## config.mk

```make
export PLATFORM = sky130hd
export DESIGN_NAME = sram_port_arbiter
export DESIGN_NICKNAME = d
export VERILOG_FILES = /design/src/rtl/sram_arb_pkg.sv /design/src/rtl/sram_port_arbiter_rr_arbiter.sv /design/src/rtl/sram_port_arbiter.sv
export SDC_FILE = /design/constraint.sdc
export NUM_CORES = 1
export LEC_CHECK = 0
export CAP_MARGIN = 20
export CELL_PAD_IN_SITES_DETAIL_PLACEMENT = 1
export CELL_PAD_IN_SITES_GLOBAL_PLACEMENT = 1
export CORE_UTILIZATION = 25
export CTS_BUF_LIST = sky130_fd_sc_hd__clkbuf_4 sky130_fd_sc_hd__clkbuf_8 sky130_fd_sc_hd__clkbuf_16
export DETAILED_ROUTE_END_ITERATION = 8
export PLACE_DENSITY = 0.81
export SYNTH_ARGS = -nofsm -noshare
export SYNTH_HDL_FRONTEND = slang
export SYNTH_SLANG_ARGS = --single-unit
```

## constraint.sdc

```tcl
create_clock -name clk -period 4.7 [get_ports clk]
set_clock_uncertainty 0.15 [all_clocks]
set_input_delay 0.94 -clock clk [delete_from_list [all_inputs] [get_ports clk]]
set_output_delay 0.94 -clock clk [all_outputs]
set_load 0.05 [all_outputs]
```

## src/rtl/sram_arb_pkg.sv

```systemverilog
// Shared constants and types for the packet-SRAM port arbiter.
package sram_arb_pkg;
  localparam int SRAM_AW = 14;
  localparam int SRAM_DW = 16;
  // Grant-to-response latency of the read path
  localparam int RD_LAT  = 2;

  typedef logic [SRAM_AW-1:0] addr_t;
  typedef logic [SRAM_DW-1:0] data_t;
endpackage

```

## src/rtl/sram_port_arbiter_rr_arbiter.sv

```systemverilog
// Round-robin arbiter: the search starts one past the last winner; the pointer
// moves only when the caller confirms the grant through advance.
module rr_arbiter #(
  parameter  int N  = 4,
  localparam int IW = (N > 1) ? $clog2(N) : 1
) (
  input  logic          clk,
  input  logic          rst_n,
  input  logic [N-1:0]  req,
  input  logic          advance,
  output logic [N-1:0]  gnt,
  output logic [IW-1:0] gnt_idx
);
  logic [IW-1:0] ptr;
  logic [IW-1:0] cand;
  logic          found;

  always_comb begin
    gnt     = '0;
    gnt_idx = '0;
    cand    = '0;
    found   = 1'b0;
    for (int i = 1; i <= N; i++) begin
      cand = IW'((int'(ptr) + i) % N);
      if (!found && req[cand]) begin
        found   = 1'b1;
        gnt_idx = cand;
      end
    end
    if (found) gnt[gnt_idx] = 1'b1;
  end

  // Pointer starts at the last index so requester 0 is first after reset
  always_ff @(posedge clk or negedge rst_n) begin
    if (!rst_n)                ptr <= IW'(N - 1);
    else if (advance && found) ptr <= gnt_idx;
  end
endmodule

```

## src/rtl/sram_port_arbiter.sv

```systemverilog
// Arbitrates N_WR writers and N_RD readers onto a 1W/1R SRAM and returns
// read data tagged with the requester ID after a fixed latency.
module sram_port_arbiter
  import sram_arb_pkg::*;
#(
  parameter int N_WR = 4,
  parameter int N_RD = 4,
  parameter int AW   = SRAM_AW,
  parameter int DW   = SRAM_DW,
  parameter int IDW  = $clog2(N_RD)
) (
  input  logic               clk,
  input  logic               rst_n,
  input  logic [N_WR-1:0]    wr_req_valid,
  input  logic [N_WR*AW-1:0] wr_req_addr,
  input  logic [N_WR*DW-1:0] wr_req_data,
  output logic [N_WR-1:0]    wr_req_ready,
  input  logic [N_RD-1:0]    rd_req_valid,
  input  logic [N_RD*AW-1:0] rd_req_addr,
  output logic [N_RD-1:0]    rd_req_ready,
  output logic               rsp_valid,
  output logic [IDW-1:0]     rsp_id,
  output logic [DW-1:0]      rsp_data,
  output logic               mem_wr_en,
  output logic [AW-1:0]      mem_wr_addr,
  output logic [DW-1:0]      mem_din,
  output logic               mem_rd_en,
  output logic [AW-1:0]      mem_rd_addr,
  input  logic [DW-1:0]      mem_dout
);
  localparam int WIW    = $clog2(N_WR);
  localparam int STAGES = RD_LAT - 1;

  logic [N_WR-1:0][AW-1:0] wr_addr_a;
  logic [N_WR-1:0][DW-1:0] wr_data_a;
  logic [N_RD-1:0][AW-1:0] rd_addr_a;
  assign wr_addr_a = wr_req_addr;
  assign wr_data_a = wr_req_data;
  assign rd_addr_a = rd_req_addr;

  logic [N_WR-1:0] wr_gnt;
  logic [WIW-1:0]  wr_idx;
  logic [N_RD-1:0] rd_gnt;
  logic [IDW-1:0]  rd_idx;
  logic            wr_any, rd_any, hazard, rd_fire;

  assign wr_any = |wr_req_valid;
  assign rd_any = |rd_req_valid;
  // A same-address read would see pre-write data; defer it one cycle
  assign hazard  = wr_any && rd_any && (rd_addr_a[rd_idx] == wr_addr_a[wr_idx]);
  assign rd_fire = rd_any && !hazard;

  assign wr_req_ready = wr_gnt;
  assign rd_req_ready = hazard ? '0 : rd_gnt;

  rr_arbiter #(.N(N_WR)) u_wr_arb (
    .clk(clk), .rst_n(rst_n), .req(wr_req_valid), .advance(wr_any),
    .gnt(wr_gnt), .gnt_idx(wr_idx)
  );

  rr_arbiter #(.N(N_RD)) u_rd_arb (
    .clk(clk), .rst_n(rst_n), .req(rd_req_valid), .advance(rd_fire),
    .gnt(rd_gnt), .gnt_idx(rd_idx)
  );

  always_ff @(posedge clk or negedge rst_n) begin
    if (!rst_n) begin
      mem_wr_en   <= 1'b0;
      mem_wr_addr <= '0;
      mem_din     <= '0;
    end else begin
      mem_wr_en <= wr_any;
      if (wr_any) begin
        mem_wr_addr <= wr_addr_a[wr_idx];
        mem_din     <= wr_data_a[wr_idx];
      end
    end
  end

  // vld_pipe[0] is the SRAM read strobe, vld_pipe[STAGES] the response strobe
  logic [STAGES:0]          vld_pipe;
  logic [STAGES:0][IDW-1:0] id_pipe;

  always_ff @(posedge clk or negedge rst_n) begin
    if (!rst_n) begin
      vld_pipe    <= '0;
      id_pipe     <= '0;
      mem_rd_addr <= '0;
    end else begin
      vld_pipe <= {vld_pipe[STAGES-1:0], rd_fire};
      id_pipe  <= {id_pipe[STAGES-1:0], rd_idx};
      if (rd_fire) mem_rd_addr <= rd_addr_a[rd_idx];
    end
  end

  assign mem_rd_en = vld_pipe[0];
  assign rsp_valid = vld_pipe[STAGES];
  assign rsp_id    = id_pipe[STAGES];
  assign rsp_data  = mem_dout;
endmodule

```

==> key figures <==
Critical path
  • Data arrival at the endpoint of the critical path: 3.63 ns
  • Largest stage delay, worst path: 0.50 ns
  • Crit-path cells: buf_12 > o21ai_2 > a21boi_2 > or3_4 > buf_12 > o32ai_4 > a21oi_1 > or4_4 > nor4_4 > a21oi_4 > and3_4 > buf_12
  • Endpoint type of the worst setup path: primary output
  • Crit-path most repeated cell: buf_12
  • Type of element launching the critical path: primary input
  • Buf/Inv on CP: 3
  • Largest fanout of any net on the critical path: 6
  • Worst R2R Setup Slack: 0.18 ns
  • Worst-path cell with the longest stage delay: or3_4
  • Required time at the worst-slack endpoint: 3.61 ns
  • Top delay family on crit path: simple AND/OR/NAND/NOR gates
  • Startpoint-to-endpoint class of the critical path: primary input to primary output

Synthesis
  • Syn. warnings: 0
  • Number of distinct library cells after synthesis: 49
  • Leading area contributor after synthesis: dfrtp_1
  • Post-synth EDFFs: 0
  • Post-Synthesis Cells: 583
  • Post-synthesis sequential area ratio: 32.10%
  • Number of storage elements in the synthesis netlist: 55
  • Top-area cell type share of the netlist area: 29.66%
  • Netlist area before placement: 4303 sq um
  • Cell types occupying the most area after synthesis: dfrtp_1, nand2_1, nand3_1, o21ai_0, and3_1
  • Avg Cell Area, Syn: 7.381 sq um
  • Share of synthesized registers carrying an async set or reset: 100.0%
  • Predominant post-synthesis flop cell: dfrtp_1
  • Synthesized net count: 785

Power
  • Portion of total power attributed to combinational logic: 70.0%
  • Design internal power: 2.257 mW
  • Relative contribution of sequential cells to total power: 18.3%
  • Power per cell area: 505.1 nW/um^2
  • Worst voltage drop across the vdd grid: 0.0002823 V
  • Clock power share: 11.7%
  • Leakage power summed over all cells: 3.582 nW
  • Total net switching power: 2.014 mW
  • Switching part of the total power: 47.15%

Routing
  • Number of design-rule violations left by the first detailed-router iteration: 275
  • Routed vias/inst: 5.142
  • Final Routed Wirelength: 22.33 mm
  • Antenna Nets Post-Route: 0
  • Total via count after detailed routing: 5667
  • Number of remaining DRC errors: 0
  • Average detailed-routed wire length per instance: 20.26 um
  • Detailed-router iteration count before antenna repair: 4

Run
  • Maximum Capacitance Violations: 0

CTS
  • Hold Buf Count CTS: 0
  • Clock H-tree levels: 2
  • Clock root buffer: clkbuf_16
  • Clock Path Buffers: 2
  • Clock transition time at the flip-flop clock pins of the worst setup and hold paths: 0.08 ns
  • Cts bufs inserted: 5
  • Num Clock Sinks: 55
  • TritonCTS clock tree: yes
  • Clock latency on the worst-skew pair: 0.30 ns

Global routing
  • Global-route usage over all layers: 23.89%
  • Met3 capacity usage during global routing: 3.615%
  • Via count of the first global-routing pass: 6005
  • Met2 track demand over resource in global routing: 42.00%
  • Busiest metal layer after global routing: met2
  • Wire length of the first global-routing pass: 33.15 mm
  • Global routing met1 resource utilization: 28.44%
  • Initial antenna violation count: 3
  • Pin count of the biggest net entering global routing: 65
  • Overflow left after global routing: 0

Place
  • Quantity of I/O buffers inserted on ports: 242
  • Pre-CTS WS: -0.4988 ns
  • Area after DPL: 7302 sq um
  • GP Congestion: 0.8254
  • Placed Cells: 1044
  • Post-DP HPWL: 15.24 mm

STA
  • Period Utilization, post-route: 100.4%
  • Slew at the pin with the worst max-slew slack: 1.013 ns
  • Worst rel slew slack: 32.48%
  • Final count of negative-setup-slack endpoints: 1
  • Final setup slack of the worst path: -0.02000 ns
  • Min Clock Period, post-route: 4.720 ns
  • Max frequency: 0.2119 GHz
  • Max-slew violation count: 0
  • Setup repair after global routing missed its margin: true
  • Final number of hold-violating endpoints: 0

Finish
  • Layout overhead on the synthesized area: 96.54%
  • Fill cells: 1941
  • Share of layout cells above drive strength 1: 25.71%
  • Commonest cells after routing, fill and taps aside: clkdlybuf4s50_1, nand2_1, buf_4, nand3_1, dfrtp_1
  • Total non-filler cell area in the finished layout: 8457 sq um
  • Post-layout net count: 1080
  • Utilization after layout: 50.64%
  • Final non-filler cell total: 1102
  • Most common cell after layout, fill and taps aside: clkdlybuf4s50_1

Status
  • Status: finished with violations
  • Violated checks: negative setup slack

Floorplanning
  • Initial core utilization: 25.76%
  • Count of boundary I/O pins: 275
  • Width of the die: 133.2 um
  • Overall die area: 17740 sq um
  • Die extent in y: 133.2 um
  • Placeable Area: 16700 sq um
  • Row count: 47

Worst hold path
  • Type of the tightest min-delay check: flip-flop to flip-flop
## metal layers
metal / up-vias / routed length (um) / share of wire [%]
met5: - / 0 / 0
met4: 0 / 977 / 4.4
met3: 65 / 880 / 3.9
met2: 183 / 11500 / 51
met1: 2754 / 8976 / 40
li1: 2665 / - / -
## final timing paths
| check | from | endpoint | cells past startpoint |
|---|---|---|---|
| worst min-delay path | id_pipe[0] | rsp_id[0] | 0 |
| min in group asynchronous | rst_n | mem_din[1] | 1 |
| max in group asynchronous | rst_n | u_rd_arb.ptr[0] | 2 |
| worst max-delay path | rd_req_valid[1] | rd_req_ready[2] | 12 |
| worst min register to register | id_pipe[0] | rsp_id[0] | 0 |
| worst max register to register | u_wr_arb.ptr[1] | mem_wr_addr[4] | 27 |
## cells by family after synthesis
logic type	Yosys count	synth area share, %
muxes	17	4.332
DFF	55	32.10
AOI/OAI and AO/OA	151	23.99
xor gates and xnor gates	1	0.2036
buffers and inverters	84	9.334
and+or+nand+nor	275	30.04
## synthesized netlist by cell type, drive strengths merged (4+ instances only)
master	number
o21ai	55
mux2	4
dfrtp	51
a211oi	5
o32ai	24
a21oi	14
buf	29
nand2b	4
inv	15
a21boi	28
nor4	6
nand3	77
dfstp	4
nor2	7
o211ai	13
mux2i	13
clkbuf	40
nand2	131
and3	34
## state kept, by name, indices dropped and copies added (netlist names)
register and flops:
id_pipe 2, vld_pipe 2, mem_wr_en 1, u_rd_arb.ptr 2
rsp_id 2, mem_din 16, mem_wr_addr 14, u_wr_arb.ptr 2
mem_rd_addr 14
## what timing repair did
action                                  CTS  global route
endpoints found under the setup margin    4             5
cloned                                    1             2
gates resized for setup                  90            72
setup buffers                            30            18
pin swaps                                24            37
## stage by stage
step / hold slack, ns / power, mW / setup TNS (ns)
4_1_cts: 0.2038 / 4.086 / 0
5_1_grt: 0.2111 / 4.497 / -0.3222
6_report: 0.2005 / 4.271 / -0.02000
2_1_floorplan: 0.1812 / 2.235 / 0
3_3_place_gp: 0.1820 / 3.235 / -1.646
3_5_place_dp: 0.1872 / 3.275 / -1.976
## area by class of cell
type                       instances  area [sq um]  area share (%)
clock buffer                       6         132.6           1.568
inverter                          15         56.30          0.6658
timing repair buffer             356          3466           40.98
tap                              220         275.3           3.255
sequential                        55          1381           16.33
antenna                            3         7.507         0.08877
clock inverter                     2         60.06          0.7102
multi-input combinational        445          3078           36.40
## power groups by stage
stage | Sequential (mW) | Clock, mW | Combinational, mW
after floorplan | 1.32 | 0 | 0.913
after global placement | 0.770 | 0 | 2.47
after detailed placement | 0.778 | 0 | 2.50
after CTS | 0.774 | 0.512 | 2.80
after global routing | 0.806 | 0.531 | 3.16
final | 0.781 | 0.500 | 2.99
Note: power is estimated with default switching activity, not from simulation.
